`src/rtl/sim_test_pkg.sv`:
```
// Shared types and register offsets for the simulation test-status controller.
package sim_test_pkg;

    typedef enum logic [1:0] {
        ST_RUN     = 2'd0,
        ST_PASS    = 2'd1,
        ST_FAIL    = 2'd2,
        ST_TIMEOUT = 2'd3
    } state_t;

    localparam int STATUS_OFS  = 'h00;
    localparam int END_OFS     = 'h04;
    localparam int CYCLE_OFS   = 'h08;
    localparam int CH_BASE_OFS = 'h10;

    function automatic logic [31:0] status_word(state_t s);
        return {27'b0, (s == ST_TIMEOUT), (s == ST_PASS), (s != ST_RUN), s};
    endfunction

endpackage

```
`src/rtl/sim_test_channel.sv`:
```
// One report channel: saturating fail counter plus the last non-zero failure code.
module sim_test_channel #(
    parameter int FAIL_W = 16
) (
    input  logic              i_clk,
    input  logic              i_rst_n,
    input  logic              i_enable,
    input  logic              i_wr,
    input  logic [31:0]       i_wdata,
    output logic [FAIL_W-1:0] o_fail_cnt,
    output logic [31:0]       o_rd_word
);

    localparam logic [FAIL_W-1:0] FAIL_MAX = '1;

    logic [FAIL_W-1:0] r_fail_cnt;
    logic [7:0]        r_last_code;
    logic [15:0]       w_cnt16;

    always_ff @(posedge i_clk or negedge i_rst_n) begin
        if (!i_rst_n) begin
            r_fail_cnt  <= '0;
            r_last_code <= '0;
        end else if (i_enable && i_wr && (i_wdata != 32'd0)) begin
            if (r_fail_cnt != FAIL_MAX) begin
                r_fail_cnt <= r_fail_cnt + 1'b1;
            end
            r_last_code <= i_wdata[7:0];
        end
    end

    // Count field in the read word is 16 bits wide regardless of FAIL_W.
    generate
        if (FAIL_W >= 16) begin : g_cnt_trunc
            assign w_cnt16 = r_fail_cnt[15:0];
        end else begin : g_cnt_ext
            assign w_cnt16 = {{(16-FAIL_W){1'b0}}, r_fail_cnt};
        end
    endgenerate

    assign o_fail_cnt = r_fail_cnt;
    assign o_rd_word  = {r_last_code, 8'h00, w_cnt16};

endmodule

```
`src/rtl/sim_test_ctrl.sv`:
```
// Memory-mapped test-status controller: run FSM, cycle watchdog, bus decode and read mux.
module sim_test_ctrl
    import sim_test_pkg::*;
#(
    parameter int MAX_CYCLES = 256,
    parameter int CNT_W      = 32,
    parameter int NUM_CH     = 4,
    parameter int FAIL_W     = 16,
    parameter int ADDR_W     = 8
) (
    input  logic              i_clk,
    input  logic              i_rst_n,
    input  logic              i_en,
    input  logic              i_we,
    input  logic [ADDR_W-1:0] i_addr,
    input  logic [31:0]       i_wdata,
    output logic [31:0]       o_rdata,
    output logic              o_done,
    output logic              o_passed,
    output logic              o_timed_out,
    output logic [FAIL_W-1:0] o_fail_total,
    output logic [CNT_W-1:0]  o_cycle_count
);

    localparam int WORD_W = ADDR_W - 2;
    localparam int SUM_W  = FAIL_W + 4;
    localparam logic [SUM_W-1:0] SUM_MAX = {{4{1'b0}}, {FAIL_W{1'b1}}};

    state_t             r_state;
    logic [CNT_W-1:0]   r_cycle;
    logic               r_done;
    logic               r_passed;
    logic               r_timed_out;
    logic [31:0]        r_rdata;

    logic [WORD_W-1:0]  w_word;
    logic               w_wr;
    logic               w_rd;
    logic               w_run;
    logic               w_end_wr;
    logic               w_wdog;
    logic [FAIL_W-1:0]  w_fail_cnt [NUM_CH];
    logic [31:0]        w_ch_rd    [NUM_CH];
    logic [SUM_W-1:0]   w_sum;
    logic [FAIL_W-1:0]  w_fail_total;
    logic [31:0]        w_cycle32;
    logic [31:0]        w_rd_data;
    logic               w_unused;

    assign w_word   = i_addr[ADDR_W-1:2];
    assign w_unused = ^i_addr[1:0];
    assign w_wr     = i_en && i_we;
    assign w_rd     = i_en && !i_we;
    assign w_run    = (r_state == ST_RUN);
    assign w_end_wr = w_wr && (w_word == WORD_W'(END_OFS / 4));
    assign w_wdog   = (r_cycle == CNT_W'(MAX_CYCLES - 1));

    genvar gi;
    generate
        for (gi = 0; gi < NUM_CH; gi++) begin : g_ch
            sim_test_channel #(
                .FAIL_W (FAIL_W)
            ) u_channel (
                .i_clk      (i_clk),
                .i_rst_n    (i_rst_n),
                .i_enable   (w_run),
                .i_wr       (w_wr && (w_word == WORD_W'(CH_BASE_OFS / 4 + gi))),
                .i_wdata    (i_wdata),
                .o_fail_cnt (w_fail_cnt[gi]),
                .o_rd_word  (w_ch_rd[gi])
            );
        end

        if (CNT_W >= 32) begin : g_cyc_trunc
            assign w_cycle32 = r_cycle[31:0];
        end else begin : g_cyc_ext
            assign w_cycle32 = {{(32-CNT_W){1'b0}}, r_cycle};
        end
    endgenerate

    // Wide accumulator cannot overflow for up to 8 channels; clamp afterwards.
    always_comb begin
        w_sum = '0;
        for (int i = 0; i < NUM_CH; i++) begin
            w_sum = w_sum + SUM_W'(w_fail_cnt[i]);
        end
        w_fail_total = (w_sum > SUM_MAX) ? SUM_MAX[FAIL_W-1:0] : w_sum[FAIL_W-1:0];
    end

    always_comb begin
        w_rd_data = 32'd0;
        if (w_word == WORD_W'(STATUS_OFS / 4)) begin
            w_rd_data = status_word(r_state);
        end else if (w_word == WORD_W'(CYCLE_OFS / 4)) begin
            w_rd_data = w_cycle32;
        end else begin
            for (int i = 0; i < NUM_CH; i++) begin
                if (w_word == WORD_W'(CH_BASE_OFS / 4 + i)) begin
                    w_rd_data = w_ch_rd[i];
                end
            end
        end
    end

    // END beats the watchdog; the counter freezes on the edge that leaves RUN.
    always_ff @(posedge i_clk or negedge i_rst_n) begin
        if (!i_rst_n) begin
            r_state     <= ST_RUN;
            r_cycle     <= '0;
            r_done      <= 1'b0;
            r_passed    <= 1'b0;
            r_timed_out <= 1'b0;
        end else if (r_state == ST_RUN) begin
            if (w_end_wr) begin
                r_done <= 1'b1;
                if (w_fail_total != '0) begin
                    r_state <= ST_FAIL;
                end else begin
                    r_state  <= ST_PASS;
                    r_passed <= 1'b1;
                end
            end else if (w_wdog) begin
                r_state     <= ST_TIMEOUT;
                r_done      <= 1'b1;
                r_timed_out <= 1'b1;
            end else begin
                r_cycle <= r_cycle + 1'b1;
            end
        end
    end

    always_ff @(posedge i_clk or negedge i_rst_n) begin
        if (!i_rst_n) begin
            r_rdata <= 32'd0;
        end else if (w_rd) begin
            r_rdata <= w_rd_data;
        end
    end

    assign o_rdata       = r_rdata;
    assign o_done        = r_done;
    assign o_passed      = r_passed;
    assign o_timed_out   = r_timed_out;
    assign o_fail_total  = w_fail_total;
    assign o_cycle_count = r_cycle;

endmodule

```
`config.mk`:
```
export PLATFORM = sky130hd
export DESIGN_NAME = sim_test_ctrl
export DESIGN_NICKNAME = d
export VERILOG_FILES = /design/src/rtl/sim_test_pkg.sv /design/src/rtl/sim_test_channel.sv /design/src/rtl/sim_test_ctrl.sv
export SDC_FILE = /design/constraint.sdc
export NUM_CORES = 1
export LEC_CHECK = 0
export ABC_AREA = 1
export CAP_MARGIN = 10
export CELL_PAD_IN_SITES_DETAIL_PLACEMENT = 2
export CELL_PAD_IN_SITES_GLOBAL_PLACEMENT = 2
export CORE_ASPECT_RATIO = 0.7
export CORE_MARGIN = 5
export CORE_UTILIZATION = 33
export CTS_CLUSTER_DIAMETER = 50
export DETAILED_ROUTE_END_ITERATION = 10
export PLACE_DENSITY = 0.82
export SLEW_MARGIN = 20
export SYNTH_ARGS = -nofsm -noshare
export SYNTH_HDL_FRONTEND = slang
export SYNTH_HIERARCHICAL = 1
export SYNTH_SLANG_ARGS = --single-unit
```
`constraint.sdc`:
```
create_clock -name i_clk -period 4.75 [get_ports i_clk]
set_clock_uncertainty 0.1 [all_clocks]
set_input_delay 0.7125 -clock i_clk [delete_from_list [all_inputs] [get_ports i_clk]]
set_output_delay 0.7125 -clock i_clk [all_outputs]
set_load 0.005 [all_outputs]
```
==> results.sh, run 1 <==
export IMPL_seq_power_share_pct=46.3
export IMPL_io_pin_count=127
export IMPL_tightest_slew_ns=1.09
export IMPL_io_buffers=124
export IMPL_drive_gt1_share_pct=12.3
export IMPL_reg2reg_slack_ns=0.53
export IMPL_clock_path_buffers=2
export IMPL_synth_edf_count=0
export IMPL_top_usage_layer="met2"
export IMPL_syn_avg_cell_area_um2=6.75
export IMPL_startpoint="g_ch[3].u_channel/o_fail_cnt[1]$_DFFE_PN0P_"
export IMPL_antenna_found_initial=0
export IMPL_cts_inserted_buffers=17
export IMPL_outcome="finished with violations"
export IMPL_path_clk_slew_ns=0.08
export IMPL_viasPerCell=5.29
export IMPL_cts_tree="built"
export IMPL_finalNetCount=2237
export IMPL_grt_usage_pct=25.9
export IMPL_start_util_pct=33.3
export IMPL_synth_distinct_cells=46
export IMPL_hold_path_class="primary input to async pin"
export IMPL_netlist_area_um2=13600
export IMPL_fillCellCount=4879
export IMPL_grt_max_degree=89
export IMPL_first_global_vias=15500
export IMPL_cts_hold_buf=0
export IMPL_worst_slack_ns=-0.0293
export IMPL_crit_end="o_fail_total[14]"
export IMPL_combPwrFrac_pct=6.3
export IMPL_ys_top_cells_by_area="dfrtp_1 (30%), nand2_1 (18%), inv_1 (7.0%)"
export IMPL_yosysMostFrequentCell="nand2_1"
export IMPL_grt_pass1_wl_um=92900
export IMPL_ir_drop_uv=222
export IMPL_crit_required_ns=3.94
export IMPL_p_leak_nw=7.96
export IMPL_grt_use_met1_pct=36.1
export IMPL_clkPwrFrac_pct=47.3
export IMPL_drv_cap=0
export IMPL_met2_usage_pct=42.5
export IMPL_power_switching_mw=0.874
export IMPL_finalSetupViolCount=1
export IMPL_drc=0
export IMPL_netlist_top_cells_count="nand2_1 (646), inv_1 (256), nor2_1 (189)"
export IMPL_cp_data_arrival_time_ns=3.97
export IMPL_clock_latency_ns=0.46
export IMPL_antenna_cells=0
export IMPL_period_share_pct=101
export IMPL_grt_overflow=0
export IMPL_vias=14300
export IMPL_ys_seq_elements=165
export IMPL_rsz0062_at_grt="true"
export IMPL_synth_top_area_share_pct=30.3
export IMPL_die_h_um=180
export IMPL_power_density_nw_per_um2=188
export IMPL_fmax_ghz=0.209
export IMPL_fin_crit_ns=4.78
export IMPL_ys_seq_area_share_pct=30.3
export IMPL_p_int_mw=2.18
export IMPL_syn_to_final_growth_pct=18.9
export IMPL_worst_r2r_path_depth=23
export IMPL_cp_max_fo=3
export IMPL_die_x_um=253
export IMPL_dp_slack_ns=-0.0538
export IMPL_routedWlPerCell_um=22.1
export IMPL_gp_congestion=0.873
export IMPL_timing_rr_end="r_state[1]$_DFFE_PN0P_"
export IMPL_rows=62
export IMPL_r2r_start="g_ch[3].u_channel/o_fail_cnt[1]$_DFFE_PN0P_"
export IMPL_holdWs_ns=0.229
export IMPL_grt_use_met3_pct=4.13
export IMPL_maxSlewHeadroom_pct=27.0
export IMPL_final_hold_viol_count=0
export IMPL_swShare_pct=28.6
export IMPL_drt_pass1_iter_count=5
export IMPL_worstSetupStartpointType="register"
export IMPL_ant_nets=0
export IMPL_ys_warnings_count=6
export IMPL_violations="negative setup slack"
export IMPL_htree_levels=4
export IMPL_synth_ff_type="dfrtp_1"
export IMPL_clock_sinks=165
export IMPL_worst_setup_path_end_kind="output port"
export IMPL_slew_violations=0
export IMPL_core_area_um2=41000
export IMPL_dr_first_iter_drc_count=966
export IMPL_critPathKind="register to output port"
export IMPL_root_buffer="clkbuf_16"
export IMPL_yosysTopAreaCell="dfrtp_1"
export IMPL_design_die_area_um2=45600
export IMPL_async_flop_share_pct=100
export IMPL_drt_wl_total_um=59700
export IMPL_dp_hpwl_um=43700
export IMPL_syn_inst=2021
[power by group through the flow]
stage | combinational (mW) | sequential, mW | clock, mW
after floorplan | 0.0806 | 1.44 | 0
after global routing | 0.214 | 1.42 | 1.52
after global placement | 0.185 | 1.44 | 0
final | 0.193 | 1.42 | 1.45
after detailed placement | 0.193 | 1.44 | 0
after CTS | 0.195 | 1.42 | 1.46
[sequential cells by signal (all words and copies together), names as in the netlist]
register / flops
o_rdata: 32
g_ch.u_channel/o_fail_cnt: 64
g_ch.u_channel/r_last_code: 32
o_done: 1
o_cycle_count: 32
r_state: 2
o_timed_out: 1
o_passed: 1
[how the worst min path moves through the flow]
stage	start	end	slack, ns
after floorplan	i_rst_n	g_ch[0].u_channel/o_fail_cnt[0]$_DFFE_PN0P_	0.32
after global placement	g_ch[2].u_channel/r_last_code[3]$_DFFE_PN0P_	g_ch[2].u_channel/r_last_code[3]$_DFFE_PN0P_	0.36
after detailed placement	g_ch[1].u_channel/r_last_code[3]$_DFFE_PN0P_	g_ch[1].u_channel/r_last_code[3]$_DFFE_PN0P_	0.37
after CTS	i_rst_n	o_passed$_DFFE_PN0P_	0.27
after global routing	i_rst_n	o_passed$_DFFE_PN0P_	0.30
final	i_rst_n	o_passed$_DFFE_PN0P_	0.23
[layout by cell type, fill, tap and decap left out, types with 13 or more instances in the layout]
master	Yosys	final
a21oi_1	42	36
buf_4	103	97
clkbuf_16	0	17
clkdlybuf4s50_1	0	108
conb_1	4	32
dfrtp_1	165	156
fa_1	32	29
inv_1	256	251
inv_2	11	15
nand2_1	646	631
nand2_2	4	19
nand3_1	174	171
nand4_1	83	83
nor2_1	189	185
nor2_2	11	14
nor3_1	28	28
o21ai_0	66	66
o21ai_1	13	13
xnor2_1	13	13
xor2_1	44	44
[critical path, cell delays in order (launching register included)]
cell	delay, ns
dfrtp_1	0.40
inv_2	0.06
fa_1	0.54
inv_1	0.06
fa_1	0.53
ha_4	0.15
inv_1	0.06
fa_2	0.40
inv_2	0.08
nand3_2	0.07
nand2_2	0.09
nand2_1	0.08
nand2_2	0.11
a21oi_2	0.07
nand3_2	0.08
buf_6	0.13
a21oi_2	0.04
inv_1	0.05
clkdlybuf4s50_1	0.50
[cells by family (layout without fill, tap and decap cells)]
kind of cell,count (synthesis),after routing,share of synthesized area [%]
compound gates,138,138,5.41
xor+xnor,57,57,3.66
fa+ha+maj,54,54,6.71
buf+inv,419,522,14.8
flops,165,165,30.3
other cells,4,32,0.110
simple gates,1184,1184,39.0
[routing by layer]
metal / routed length, um / up-vias
li1: - / 6504
met2: 28100 / 375
met3: 3290 / 77
met1: 27200 / 7299
met4: 1130 / 0
met5: 0 / -
[final cells by class]
cell class | instances | area [um^2] | area share [%]
Inverter | 267 | 1010 | 6.20
Sequential cell | 165 | 4140 | 25.5
Timing Repair Buffer | 223 | 1960 | 12.1
Tap cell | 544 | 681 | 4.19
Clock inverter | 15 | 155 | 0.956
Multi-Input combinational cell | 1465 | 7860 | 48.4
Clock buffer | 17 | 425 | 2.62
[timing repair]
item                                    4_1_cts  5_1_grt
setup buffers                                15        3
resized for setup                            72       24
pin swaps                                    12        0
endpoints found under the setup margin       16       16
[stage by stage]
stage	power [mW]	instance area [um^2]	util [%]	TNS, ns	cells
floorplan	1.52	13800	-	0	2049
global placement	1.63	15300	37.3	0	2646
detailed placement	1.64	15300	37.3	-0.125	2646
CTS	3.07	16200	39.6	0	2693
global route	3.15	16200	39.6	-0.488	2696
finish	3.06	16200	39.6	-0.0293	2696
Note: power is estimated with default switching activity, not from simulation.
==> run 2, diff against run 1 <==
--- a/config.mk
+++ b/config.mk
@@ -9,7 +9,7 @@
 export CAP_MARGIN = 10
 export CELL_PAD_IN_SITES_DETAIL_PLACEMENT = 2
 export CELL_PAD_IN_SITES_GLOBAL_PLACEMENT = 2
-export CORE_ASPECT_RATIO = 0.7
+export CORE_ASPECT_RATIO = 1.2
 export CORE_MARGIN = 5
 export CORE_UTILIZATION = 33
 export CTS_CLUSTER_DIAMETER = 50
==> run 2 against run 1 <==
  * The run now ends clean
  * Utilization increased by 0.079 points
  * Maximum frequency increased by 2.4%
  * Sequential power about the same
  * Combinational power about the same
  * Sequential share of layout area barely moved
  * Critical path type unchanged
  * Worst hold slack lost 0.0082 ns
  * Largest power group unchanged
  * Final area is essentially flat
  * First-iteration DRC count down 21%
==> results.sh, run 2 (same netlist as run 1, synthesis figures left out) <==
export IMPL_grt_pass1_wl_um=90500
export IMPL_place_area_um2=15200
export IMPL_design_die_area_um2=45500
export IMPL_finalNetCount=2229
export IMPL_first_global_vias=15700
export IMPL_grt_max_degree=80
export IMPL_io_buffers=124
export IMPL_dr_first_iter_drc_count=762
export IMPL_tightest_slew_ns=1.03
export IMPL_clock_sinks=165
export IMPL_cp_data_arrival_time_ns=3.85
export IMPL_gp_congestion=0.881
export IMPL_largest_reg_flops=64
export IMPL_crit_required_ns=3.94
export IMPL_clock_path_buffers=2
export IMPL_seq_power_share_pct=45.6
export IMPL_grt_usage_pct=25.2
export IMPL_drt_pass1_iter_count=4
export IMPL_cp_max_fo=5
export IMPL_layout_commonest_cell="nand2_1"
export IMPL_routedWlPerCell_um=21.6
export IMPL_core_area_um2=40800
export IMPL_hold_path_class="primary input to async pin"
export IMPL_finalInstanceArea_um2=16200
export IMPL_drc=0
export IMPL_cts_hold_buf=0
export IMPL_ir_drop_uv=179
export IMPL_grt_overflow=0
export IMPL_clock_latency_ns=0.46
export IMPL_fmax_ghz=0.214
export IMPL_power_switching_mw=0.836
export IMPL_finalSetupViolCount=0
export IMPL_path_clk_slew_ns=0.08
export IMPL_htree_levels=4
export IMPL_worstSetupStartpointType="register"
export IMPL_cts_tree="built"
export IMPL_p_int_mw=2.28
export IMPL_drv_cap=0
export IMPL_power_mw=3.11
export IMPL_ant_nets=0
export IMPL_holdWs_ns=0.220
export IMPL_multi_input_area_um2=7840
export IMPL_antenna_cells=0
export IMPL_slew_violations=0
export IMPL_dp_hpwl_um=42800
export IMPL_p_leak_nw=7.96
export IMPL_swShare_pct=26.9
export IMPL_combPwrFrac_pct=6.1
export IMPL_period_share_pct=98.2
export IMPL_die_x_um=196
export IMPL_worst_setup_path_end_kind="output port"
export IMPL_rows=81
export IMPL_antenna_found_initial=0
export IMPL_maxSlewHeadroom_pct=30.9
export IMPL_fillCellCount=4834
export IMPL_io_pin_count=127
export IMPL_syn_to_final_growth_pct=18.8
export IMPL_outcome="completed"
export IMPL_final_hold_viol_count=0
export IMPL_power_density_nw_per_um2=192
export IMPL_seq_area_um2=4140
export IMPL_rsz0062_at_grt="true"
export IMPL_cts_inserted_buffers=17
export IMPL_die_h_um=233
export IMPL_fin_cells=2683
export IMPL_drt_wl_total_um=58100
export IMPL_drive_gt1_share_pct=11.8
export IMPL_root_buffer="clkbuf_16"
export IMPL_critPathKind="register to output port"
export IMPL_viasPerCell=5.23
export IMPL_clkPwrFrac_pct=48.3
export IMPL_fin_crit_ns=4.67
export IMPL_start_util_pct=33.4
export IMPL_timing_setup_tns_ns=0
export IMPL_vias=14000
export IMPL_layout_common_cells="nand2_1 (629), inv_1 (245), nor2_1 (185), nand3_1 (172), dfrtp_1 (158)"
export IMPL_dpl_cell_count=2629
run 2: cell count changes in the layout (fill, tap and decap cells not counted), moves of 6 or more:
| cell | before | now |
|---|---|---|
| inv_1 | 251 | 245 |
| dlygate4sd2_1 | 6 | 14 |
| clkbuf_2 | 8 | 0 |
| inv_2 | 15 | 21 |
| buf_4 | 97 | 88 |
run 2: metrics by stage:
stage	utilization, %	worst slack, ns
detailed placement	37.2	0.00660
CTS	39.2	0.0524
global placement	37.2	0.128
floorplan	-	0.912
global route	39.7	-0.0765
finish	39.7	0.0848
run 2: power groups by stage:
stage	registers, mW	logic (mW)	clock network, mW
floorplan	1.44	0.0806	0
global placement	1.45	0.185	0
detailed placement	1.45	0.192	0
CTS	1.42	0.193	1.53
global route	1.42	0.212	1.58
finish	1.42	0.190	1.50
run 2: metal layers:
metal / part of all wire, % / GRT usage [%] / wire, um / vias up
met1: 41 / 29.6 / 23500 / 7119
met5: 0 / 0 / 0 / -
li1: - / - / - / 6490
met2: 53 / 46.5 / 30500 / 292
met4: 4.3 / 10.5 / 2500 / 0
met3: 2.6 / 2.81 / 1520 / 119
run 2: worst paths after layout:
kind                                                                    from                                           end  slack (ns)  depth (start not counted)
worst min register to register                          o_passed$_DFFE_PN0P_                          o_passed$_DFFE_PN0P_        0.38                          2
worst max-delay path            g_ch[2].u_channel/o_fail_cnt[15]$_DFFE_PN0P_                               o_fail_total[3]        0.08                         14
worst max register to register   g_ch[3].u_channel/o_fail_cnt[1]$_DFFE_PN0P_                        r_state[0]$_DFFE_PN0P_        0.52                         24
max in group asynchronous                                            i_rst_n  g_ch[0].u_channel/r_last_code[0]$_DFFE_PN0P_        3.29                          2
worst min-delay path                                                 i_rst_n   g_ch[0].u_channel/o_fail_cnt[8]$_DFFE_PN0P_        0.22                          1
min in group i_clk                                      o_passed$_DFFE_PN0P_                          o_passed$_DFFE_PN0P_        0.38                          2
run 2: critical path, cell delays in order, from the launching register on:
cell	delay [ns]
dfrtp_2	0.46
inv_1	0.11
fa_1	0.45
fa_1	0.54
inv_1	0.06
ha_2	0.37
nand2_1	0.11
nor2_2	0.16
and2_1	0.17
nand2_2	0.07
nand3_1	0.12
nand3_4	0.10
buf_6	0.14
or2_2	0.26
dlygate4sd2_1	0.27
run 2: area by class of cell:
cell class / instances / area share, %
clock buffers: 17 / 2.62
inverters: 267 / 6.21
repair buffers: 215 / 11.9
multi-input cells: 1465 / 48.4
flip-flops and latches: 165 / 25.5
well taps: 539 / 4.16
clock inverters: 15 / 1.17
run 2: timing repair:
item	CTS	global route
pin swaps	10	15
buffers inserted	11	11
endpoints found under the setup margin	16	16
cloned	0	0
gates resized for setup	60	28
==> run 3, diff against run 2 <==
--- a/config.mk
+++ b/config.mk
@@ -14,7 +14,7 @@
 export CORE_UTILIZATION = 33
 export CTS_CLUSTER_DIAMETER = 50
 export DETAILED_ROUTE_END_ITERATION = 10
-export PLACE_DENSITY = 0.82
+export PLACE_DENSITY_LB_ADDON = 0.1
 export SLEW_MARGIN = 20
 export SYNTH_ARGS = -nofsm -noshare
 export SYNTH_HDL_FRONTEND = slang
==> constraint.sdc (replaced) <==
create_clock -name i_clk -period 4.3 [get_ports i_clk]
set_clock_uncertainty 0.1 [all_clocks]
set_input_delay 0.645 -clock i_clk [delete_from_list [all_inputs] [get_ports i_clk]]
set_output_delay 0.645 -clock i_clk [all_outputs]
set_load 0.005 [all_outputs]
==> run 3 against run 2 <==
  * The run now ends with negative setup slack left
  * Combinational power grew 11%
  * Global-route usage is 0.28 points higher
  * Count of clock-buffer cells in the layout unchanged
  * Utilization grew 1.9 points
  * Register-to-register slack got worse by 0.37 ns
  * Worst setup slack got worse by 0.37 ns
  * Critical path depth up 5
  * Largest cell class unchanged
  * Highest routed layer unchanged
==> results.sh, run 3 (same netlist as run 1, synthesis figures left out) <==
export IMPL_clock_latency_ns=0.45
export IMPL_cp_data_arrival_time_ns=3.84
export IMPL_viasPerCell=5.12
export IMPL_htree_levels=4
export IMPL_timing_rr_end="r_state[1]$_DFFE_PN0P_"
export IMPL_drt_pass1_iter_count=5
export IMPL_drv_cap=0
export IMPL_design_die_area_um2=45500
export IMPL_clock_sinks=165
export IMPL_worst_slack_ns=-0.281
export IMPL_rsz0062_at_grt="true"
export IMPL_finalSetupViolCount=16
export IMPL_grt_overflow=0
export IMPL_routedWlPerCell_um=21.5
export IMPL_crit_end="o_fail_total[0]"
export IMPL_gp_congestion=0.845
export IMPL_drive_gt1_share_pct=17.5
export IMPL_path_clk_slew_ns=0.07
export IMPL_power_switching_mw=0.879
export IMPL_grt_max_degree=72
export IMPL_dp_slack_ns=-0.176
export IMPL_dpl_cell_count=2674
export IMPL_dr_first_iter_drc_count=483
export IMPL_clkPwrFrac_pct=47.4
export IMPL_startpoint="g_ch[1].u_channel/o_fail_cnt[1]$_DFFE_PN0P_"
export IMPL_dp_hpwl_um=43800
export IMPL_fmax_ghz=0.218
export IMPL_hold_path_class="primary input to async pin"
export IMPL_maxSlewHeadroom_pct=38.9
export IMPL_swShare_pct=26.1
export IMPL_cts_tree="built"
export IMPL_power_density_nw_per_um2=199
export IMPL_drc=0
export IMPL_final_hold_viol_count=0
export IMPL_finalNetCount=2291
export IMPL_cts_inserted_buffers=17
export IMPL_timing_setup_tns_ns=-3.07
export IMPL_layout_common_cells="nand2_1 (602), inv_1 (226), nor2_1 (183), nand3_1 (167), dfrtp_1 (164)"
export IMPL_rows=81
export IMPL_vias=14100
export IMPL_syn_to_final_growth_pct=24.5
export IMPL_io_buffers=124
export IMPL_cp_max_fo=5
export IMPL_worst_setup_path_end_kind="output port"
export IMPL_combPwrFrac_pct=6.2
export IMPL_fin_cells=2745
export IMPL_grt_pass1_wl_um=90600
export IMPL_slew_violations=0
export IMPL_die_h_um=233
export IMPL_drt_wl_total_um=58900
export IMPL_grt_usage_pct=25.5
export IMPL_die_x_um=196
export IMPL_r2r_start="g_ch[1].u_channel/o_fail_cnt[1]$_DFFE_PN0P_"
export IMPL_ant_nets=0
export IMPL_start_util_pct=33.4
export IMPL_cts_hold_buf=0
export IMPL_tightest_slew_ns=0.913
export IMPL_worstSetupStartpointType="register"
export IMPL_critPathKind="register to output port"
export IMPL_outcome="finished with violations"
export IMPL_power_mw=3.37
export IMPL_core_area_um2=40800
export IMPL_period_share_pct=107
export IMPL_layout_commonest_cell="nand2_1"
export IMPL_io_pin_count=127
export IMPL_utilization_pct=41.6
export IMPL_worst_r2r_path_depth=25
export IMPL_largest_reg_flops=64
export IMPL_clock_path_buffers=2
export IMPL_first_global_vias=15800
export IMPL_p_leak_nw=8.36
export IMPL_root_buffer="clkbuf_16"
export IMPL_seq_power_share_pct=46.4
export IMPL_reg2reg_slack_ns=0.15
export IMPL_ir_drop_uv=163
export IMPL_violations="negative setup slack"
export IMPL_antenna_found_initial=0
export IMPL_crit_required_ns=3.56
export IMPL_p_int_mw=2.49
export IMPL_antenna_cells=0
export IMPL_fin_crit_ns=4.58
run 3: cell type report:
cell class	instances	area, um^2
fillers	4857	23900
multi-input cells	1465	8150
flip-flops and latches	165	4130
repair buffers	276	2430
inverters	267	1010
well taps	539	674
clock buffers	17	425
clock inverters	15	154
repair inverters	1	7.51
run 3: metal layers:
layer,vias to the layer above,wire [um],GRT usage [%]
met2,262,30800,47.2
li1,6597,-,-
met3,111,1780,3.64
met4,0,3310,12.2
met1,7096,23000,28.7
met5,-,0,0
run 3: timing repair:
item                                    4_1_cts  5_1_grt
pin swaps                                    60       15
buffers inserted                             31       10
cloned                                        1        0
resized for setup                           187       42
endpoints found under the setup margin       16       18
run 3: how the worst min path moves through the flow:
stage                     cells after the start                                            to
after floorplan                               0   g_ch[0].u_channel/o_fail_cnt[0]$_DFFE_PN0P_
after global placement                        2                          o_passed$_DFFE_PN0P_
after detailed placement                      2  g_ch[2].u_channel/r_last_code[2]$_DFFE_PN0P_
after CTS                                     1  g_ch[0].u_channel/o_fail_cnt[11]$_DFFE_PN0P_
after global routing                          1  g_ch[0].u_channel/o_fail_cnt[11]$_DFFE_PN0P_
final                                         1  g_ch[0].u_channel/o_fail_cnt[11]$_DFFE_PN0P_
run 3: power by group through the flow:
stage                     combinational (mW)  sequential, mW  clock, mW
after floorplan                       0.0890            1.60          0
after global placement                 0.205            1.60          0
after detailed placement               0.213            1.60          0
after CTS                              0.214            1.57       1.63
after global routing                   0.236            1.57       1.70
final                                  0.210            1.57       1.60
run 3: critical path: stages, from the launching register on:
cell        delay, ns
dfrtp_1          0.38
inv_2            0.05
fa_1             0.53
inv_1            0.05
fa_1             0.49
ha_2             0.19
inv_2            0.04
fa_2             0.36
inv_2            0.08
nand3_4          0.07
nand2_4          0.12
nand2_4          0.07
nand2_4          0.11
a21oi_4          0.07
nand3_4          0.15
clkinvlp_4       0.20
buf_6            0.17
buf_6            0.10
nand2_2          0.06
buf_6            0.09
run 3: through the flow:
step	cell area, um^2	hold WS (ns)
3_3_place_gp	15500	0.356
5_1_grt	17000	0.127
2_1_floorplan	13800	0.249
3_5_place_dp	15500	0.371
4_1_cts	16800	0.111
6_report	17000	0.0881
